### src/rtl/md_issue_ctrl.sv
// Issue/scoreboard controller for the shared iterative multiply/divide unit.
// Optional macro MDU_FORWARD_EN: bypass the MDU result into ID during the writeback-accept cycle.
module md_issue_ctrl #(
  parameter int MUL_LAT = 3,
  parameter int DIV_LAT = 33,
  parameter int CNT_W   = 6
) (
  input  logic       clk,
  input  logic       rst,
  input  logic       md_req_ID,
  input  logic       md_is_div_ID,
  input  logic [4:0] rd_ID,
  input  logic       rduse_ID,
  input  logic [4:0] rs1_ID,
  input  logic [4:0] rs2_ID,
  input  logic       rs1use_ID,
  input  logic       rs2use_ID,
  input  logic       flush_ID,
  input  logic       wb_port_free,
  output logic       md_start,
  output logic       md_busy,
  output logic [4:0] md_rd,
  output logic       md_wb_valid,
  output logic       stall_ID,
  output logic       fwd_md_ID
);

  typedef enum logic [1:0] {
    IDLE = 2'd0,
    BUSY = 2'd1,
    WB   = 2'd2
  } state_e;

  localparam logic [CNT_W-1:0] MUL_LOAD = CNT_W'(MUL_LAT - 1);
  localparam logic [CNT_W-1:0] DIV_LOAD = CNT_W'(DIV_LAT - 1);

  state_e           state_q, state_d;
  logic [CNT_W-1:0] cnt_q, cnt_d;
  logic [4:0]       md_rd_q, md_rd_d;
  logic             busy_q, busy_d;
  logic             wb_valid_q, wb_valid_d;

  logic rd_live, raw_hit, waw_hit, struct_hit, wb_accept;
  logic raw_stall, fwd_ok, issue;

  // Hazard detection against the single in-flight op.
  always_comb begin
    // NOTE: every signal gets a default before any branch so no latch is inferred.
    fwd_ok     = 1'b0;
    raw_stall  = 1'b0;
    rd_live    = busy_q && (md_rd_q != 5'd0);
    raw_hit    = rd_live && ((rs1use_ID && (rs1_ID == md_rd_q)) ||
                             (rs2use_ID && (rs2_ID == md_rd_q)));
    waw_hit    = rd_live && rduse_ID && (rd_ID == md_rd_q);
    wb_accept  = (state_q == WB) && wb_port_free;
    struct_hit = md_req_ID && ((state_q == BUSY) || ((state_q == WB) && !wb_port_free));
`ifdef MDU_FORWARD_EN
    fwd_ok    = wb_accept && raw_hit;
    raw_stall = raw_hit && !wb_accept;
`else
    fwd_ok    = 1'b0;
    raw_stall = raw_hit;
`endif
    stall_ID  = !rst && !flush_ID && (struct_hit || waw_hit || raw_stall);
    issue     = !rst && md_req_ID && !flush_ID && !stall_ID &&
                ((state_q == IDLE) || wb_accept);
    md_start  = issue;
    fwd_md_ID = !rst && fwd_ok;
  end

  always_comb begin
    state_d = state_q;
    cnt_d   = cnt_q;
    md_rd_d = md_rd_q;
    unique case (state_q)
      IDLE: ;
      BUSY: begin
        if (cnt_q == CNT_W'(1)) state_d = WB;
        cnt_d = cnt_q - CNT_W'(1);
      end
      WB:      if (wb_port_free) state_d = IDLE;
      default: state_d = IDLE;
    endcase
    // A new op may start from IDLE or in the same cycle the previous result is accepted.
    if (issue) begin
      state_d = BUSY;
      cnt_d   = md_is_div_ID ? DIV_LOAD : MUL_LOAD;
      md_rd_d = rd_ID;
    end
    busy_d     = (state_d != IDLE);
    wb_valid_d = (state_d == WB);
  end

  always_ff @(posedge clk) begin
    // NOTE: sequential state uses non-blocking assignments so all flops update together.
    if (rst) begin
      state_q    <= IDLE;
      cnt_q      <= '0;
      md_rd_q    <= '0;
      busy_q     <= 1'b0;
      wb_valid_q <= 1'b0;
    end else begin
      state_q    <= state_d;
      cnt_q      <= cnt_d;
      md_rd_q    <= md_rd_d;
      busy_q     <= busy_d;
      wb_valid_q <= wb_valid_d;
    end
  end

  assign md_busy     = busy_q;
  assign md_rd       = md_rd_q;
  assign md_wb_valid = wb_valid_q;

endmodule

### config.mk
export PLATFORM = sky130hd
export DESIGN_NAME = md_issue_ctrl
export DESIGN_NICKNAME = d
export VERILOG_FILES = /design/src/rtl/md_issue_ctrl.sv
export SDC_FILE = /design/constraint.sdc
export NUM_CORES = 1
export LEC_CHECK = 0
export CAP_MARGIN = 40
export CORE_AREA = 2 2 50 52
export CTS_BUF_LIST = sky130_fd_sc_hd__clkbuf_4 sky130_fd_sc_hd__clkbuf_8 sky130_fd_sc_hd__clkbuf_16
export CTS_CLUSTER_SIZE = 40
export DETAILED_ROUTE_END_ITERATION = 10
export DIE_AREA = 0 0 52 54
export PLACE_DENSITY_LB_ADDON = 0.25
export SYNTH_ARGS = -nofsm -noshare
export SYNTH_HDL_FRONTEND = slang
export SYNTH_SLANG_ARGS = --single-unit
### constraint.sdc
create_clock -name clk -period 3.32 [get_ports clk]
set_input_delay 0.498 -clock clk [delete_from_list [all_inputs] [get_ports clk]]
set_output_delay 0.498 -clock clk [all_outputs]
set_load 0.1 [all_outputs]
### After elaboration in Yosys (flattened, before gate mapping)

Index checks and enable logic that the tools add are counted.

* $add $sub $neg: 1
* equal/unequal tests: 7
* mux-type cells: 7
* reduce and logical (&&, ||, !) cells: 28

Operators by type and width (number)
* two-way mux 6 bit: 3
* == test 5 bit: 3
* logical AND 1 bit: 15
* == test 6 x 1 -> 1 bit (second input constant): 1
* two-way mux 2 bit: 3
* case mux 2 bit (3 select lines): 1
* subtractor 6 x 1 -> 6 bit (second input constant): 1
* logical OR 1 bit: 5
* nonzero test 5 bit: 1
* == test 2 bit (second input constant): 2
* logical NOT 1 bit: 4
* nonzero test 2 bit: 2
* == test 2 x 1 -> 1 bit (second input constant): 1
* logical NOT 2 bit: 1

* register bits after elaboration: 15
* input port bits: 24
* output and inout bits: 10
* logic and storage cells: 48

### Depth between registers and ports, before layout

* depth in word-level cells: 12
* depth in mapped cells: 7
* depth with buffers taken out: 6

### Worst setup path after synthesis

OpenSTA, ideal clock, no wires.

* path kind: reg-to-output
* start point: register md_rd_q[3], in the netlist md_rd[3]
* end point: output port md_start
* arrival time: 3.519 ns
* required time: 2.822 ns
* slack: -0.697 ns
* stages on the path, launching flop included: 8
* buffers on the path: 2
* cells stage by stage: dfxtp_1 buf_2 xor2_1 nor4_1 and3_1 or2_2 clkbuf_1 a21oi_1

* word-level cells in the longest chain between the ends: 10
* elaborated cells between the ends (all ways): 17
* those cells by class: eq/ne (3); reduce/logical (14)

RTL lines
* start: declaration: line 39 `logic [4:0] md_rd_q, md_rd_d;`
* start signal: assignment: line 105 `md_rd_q <= md_rd_d;`
* nonzero test 5 bit: line 51 `rd_live = busy_q && (md_rd_q != 5'd0);`
* logical AND 1 bit: line 51
* logical AND 1 bit (2 in a row): line 54 `waw_hit = rd_live && rduse_ID && (rd_ID == md_rd_q);`
* logical OR 1 bit: line 64 `stall_ID = !rst && !flush_ID && (struct_hit || waw_hit || raw_stall);`
* logical OR 1 bit *: line 64
* logical AND 1 bit *: line 64
* logical NOT 1 bit *: line 65 `issue = !rst && md_req_ID && !flush_ID && !stall_ID &&`
* logical AND 1 bit * (2 in a row): line 65
* end: declaration: line 20 `output logic md_start,`

Mark *: on every way between the ends. The rest lies on a longest branch, timed or not.

### Worst setup path after layout

* start point: input port rd_ID[3]
* end point: output port md_start

* word-level cells in the longest chain between the ends: 8

RTL lines
* start: declaration: line 12 `input logic [4:0] rd_ID,`
* == test 5 bit: line 54
* logical AND 1 bit: line 54
* logical OR 1 bit (2 in a row): line 64
* logical AND 1 bit: line 64
* logical NOT 1 bit: line 65
* logical AND 1 bit (2 in a row): line 65

Every way passes these cells.

==> results.txt <==
* Outcome: finished, final reports clean
- TritonCTS created 3 clock buffers.
- For this run, asynchronously set or reset flops after synthesis account for 0.
- Number of standard cells after synthesis: 136
* Worst Hold Depth: 2
- Setup repair after global routing left no endpoint under its margin.
- STA puts the critical path data required time at 2.82 ns.
* Layout Area Growth over Synthesis: 35.4%
- After detailed routing, the average wire length per cell comes to 15.0 um.
- Share of post-route cells with drive strength above 1: 0.141
- Largest fanout on the critical path: 11
- DP HPWL: 2.17 mm
* Clock root buffer: sky130_fd_sc_hd__clkbuf_4
- Endpoints failing hold: 0
* Timing endpoint of the critical path: md_start
- Final Routed Wirelength: 2.89 mm
- Commonest cells after routing, fill and taps aside: sky130_fd_sc_hd__clkdlybuf4s50_1 (25), sky130_fd_sc_hd__dfxtp_1 (15), sky130_fd_sc_hd__xnor2_1 (14), sky130_fd_sc_hd__nand2_1 (14), sky130_fd_sc_hd__nor2_1 (11)
- The path class of the tightest hold or removal check is flip-flop to flip-flop.
- For this design the top-level I/O count stands at 34.
- The final max-slew violation count was 0.
- Measured along the x axis, the die boundary spans 52 um.
- Number of enable flip-flop cells after synthesis: 0
- The worst register-to-register path has a setup slack of 1.31 ns.
- Leakage power: 0.556 nW
- Number of buffers inserted for hold repair after clock tree synthesis: 0
* H-tree levels: 1
- DR vias: 1078
- Flop pwr share: 0.337
- The first global-routing pass estimated 4.70 mm of wire.
- In this run, post-CTS repair resized a total of 0 instances.
- Height of the die: 54 um
- The clock arrives with 0.0127 ns of skew.
* Clock Sink Count: 15
- DRC violations left: 0
- Clock transition at the registers of the reported paths: 0.11 ns
* End of the worst register-to-register path: state_q[0]$_SDFF_PP0_
* Number of nets in the finished design: 190
- First drt pass iteration count: 4
- The floorplan step defined a core boundary enclosing 0.00232 mm2.
- Max-cap viol count: 0
- During synthesis, Yosys emitted a total of 0 warnings.
- The share of total power dissipated in combinational logic is 0.509.
* Share of the cycle needed by the critical path after routing: 0.867
* Most frequently used flop master after synthesis: sky130_fd_sc_hd__dfxtp_1
* Diodes inserted: 0
- Total area of multi-input combinational cells: 689 um2
* Routed via count divided by cell count: 5.59
* Power density over cell area: 531 mW/mm2
- Global route overflow: 0
* Fill cell instance count of the final layout: 204
* Launch point of the worst reg-to-reg path: md_rd[3]$_SDFFE_PP0P_
* Overall die area: 0.00281 mm2
- Post-synth design cell area: 0.00108 mm2
- Subtracting the final worst setup slack from the clock period gives 2.88 ns.
- STA puts the critical path data arrival time at 2.38 ns.
- Each instance of the synthesized netlist takes up on average 7.93 um2.
- The worst setup path is captured at a primary output.
* Internal power: 0.428 mW
* Violation count after the first detailed-route iteration: 22
- Net switching component of the power: 0.348 mW
- Std-Cell Rows: 18
- Switching power share of the total: 0.449
* Most common cell after layout, fill and taps aside: sky130_fd_sc_hd__clkdlybuf4s50_1
- The share of total power dissipated in the clock network is 0.153.
- Antenna violations before repair: 0
- In this run the post-CTS setup repair buffer count came out at 0.
* Initial Util: 0.465
* Maximum number of pins on one net before global-route repair: 17
* Gr usage total: 0.227
* Post-Route Hold Slack: 0.556 ns
* TritonCTS clock tree: built
* Placer's final routability congestion estimate: 0.814
* Worst slack at placement: 0.468 ns
- Seq cells post-synth: 15
* Area occupied by registers: 300 um2
- Maximum vdd drop: 0.413 mV
* Post-placement cell count: 189
- The finished layout holds 193 standard cells, fillers aside.
- In this run the deepest clock path goes through 2 buffers.
- Worst Setup SP: rd_ID[3]
* Net count after synthesis: 162
- Worst r2r path cells: 5
* Via count of the first global-routing pass: 1049
- Core utilization of the finished layout: 0.629
- Count of unique library cells instantiated by Yosys: 38
- During placement, the flow inserted port buffers numbering 32.
- Setup slack closes at 0.442 ns.
- Crit start category: primary input
* Maximum clock frequency: 347 MHz
- Clock latency on the worst-skew pair, taken at its later pin, is 0.31 ns.
- The share of the Yosys chip area taken by registers is 0.278.
- Summing internal, switching and leakage power gives 0.776 mW.
- Number of antenna-violating nets in the routed design: 0
* Startpoint-to-endpoint class of the critical path: primary input to primary output
* Final-report setup violation count: 0
## area by class of cell
cell class,count,share of cell area
tap,30,0.0257
multi-input combinational,100,0.472
inverter,8,0.0206
clock inverter,1,0.00514
clock buffer,3,0.0154
sequential,15,0.206
timing repair buffer,36,0.255
## kinds of logic (layout without fill, tap and decap cells)
logic type | count (synthesis) | count (layout) | share of synthesized area
flops | 15 | 15 | 0.278
xor+xnor | 19 | 19 | 0.154
simple gates | 54 | 54 | 0.263
mux | 2 | 2 | 0.0209
compound gates | 22 | 22 | 0.167
other cells | 1 | 1 | 0.00348
fa+ha+maj | 2 | 2 | 0.0232
buf+inv | 21 | 48 | 0.0893
## per-layer routing
metal | share of wire | wire length [um] | up-vias | global-route usage
li1 | - | - | 534 | -
met1 | 0.43 | 1230 | 489 | 0.262
met2 | 0.47 | 1360 | 48 | 0.397
met3 | 0.078 | 226 | 7 | 0.0417
met4 | 0.023 | 65 | 0 | 0.123
met5 | 0 | 0 | - | 0
## metrics by stage
stage	TNS [ns]	instance area, um2
after floorplan	-0.0804	1090
after global placement	0	1400
after detailed placement	0	1430
after CTS	0	1460
after global routing	0	1460
final	0	1460
## power groups by stage
stage	clock network (mW)	registers (mW)	logic, mW
after global routing	0.127	0.268	0.428
after global placement	0	0.263	0.376
after floorplan	0	0.329	0.227
after CTS	0.121	0.261	0.396
after detailed placement	0	0.266	0.395
final	0.119	0.262	0.395
## worst min-delay path by stage
| stage | start | endpoint | slack, ns |
|---|---|---|---|
| 3_3_place_gp | cnt_q[4]$_SDFFE_PP0P_ | cnt_q[4]$_SDFFE_PP0P_ | 0.52 |
| 5_1_grt | cnt_q[4]$_SDFFE_PP0P_ | cnt_q[4]$_SDFFE_PP0P_ | 0.61 |
| 3_5_place_dp | cnt_q[4]$_SDFFE_PP0P_ | cnt_q[4]$_SDFFE_PP0P_ | 0.55 |
| 6_report | cnt_q[4]$_SDFFE_PP0P_ | cnt_q[4]$_SDFFE_PP0P_ | 0.56 |
| 4_1_cts | cnt_q[4]$_SDFFE_PP0P_ | cnt_q[4]$_SDFFE_PP0P_ | 0.56 |
| 2_1_floorplan | cnt_q[4]$_SDFFE_PP0P_ | cnt_q[4]$_SDFFE_PP0P_ | 0.51 |
## state kept, by name, indices dropped and copies added (netlist names)
name / cells
md_wb_valid: 1
md_busy: 1
state_q: 2
md_rd: 5
cnt_q: 6
## synth_stat cells (2+ instances only)
| library cell | instances | area, um2 |
|---|---|---|
| sky130_fd_sc_hd__o32ai_1 | 5 | 43.8 |
| sky130_fd_sc_hd__ha_1 | 2 | 25.0 |
| sky130_fd_sc_hd__nor2_1 | 11 | 41.3 |
| sky130_fd_sc_hd__clkbuf_1 | 3 | 11.3 |
| sky130_fd_sc_hd__nand2_1 | 14 | 52.6 |
| sky130_fd_sc_hd__mux2_2 | 2 | 22.5 |
| sky130_fd_sc_hd__a311o_1 | 5 | 50.1 |
| sky130_fd_sc_hd__o21ai_0 | 2 | 10.0 |
| sky130_fd_sc_hd__buf_2 | 7 | 35.0 |
| sky130_fd_sc_hd__nor4_1 | 6 | 37.5 |
| sky130_fd_sc_hd__nand4_1 | 2 | 12.5 |
| sky130_fd_sc_hd__inv_1 | 8 | 30.0 |
| sky130_fd_sc_hd__nor3_1 | 6 | 30.0 |
| sky130_fd_sc_hd__xor2_1 | 5 | 43.8 |
| sky130_fd_sc_hd__or3_1 | 4 | 25.0 |
| sky130_fd_sc_hd__dfxtp_1 | 15 | 300 |
| sky130_fd_sc_hd__nor2b_1 | 2 | 12.5 |
| sky130_fd_sc_hd__buf_4 | 2 | 15.0 |
| sky130_fd_sc_hd__a21oi_1 | 3 | 15.0 |
| sky130_fd_sc_hd__xnor2_1 | 14 | 123 |
## worst max-delay path, cell delays in order
cell                              delay [ns]
sky130_fd_sc_hd__clkdlybuf4s50_1        0.45
sky130_fd_sc_hd__xor2_1                 0.16
sky130_fd_sc_hd__nor4_1                 0.26
sky130_fd_sc_hd__and3_1                 0.45
sky130_fd_sc_hd__or2_2                  0.28
sky130_fd_sc_hd__a21oi_2                0.10
sky130_fd_sc_hd__buf_12                 0.19
No activity file was read; power rests on OpenSTA's default activity.
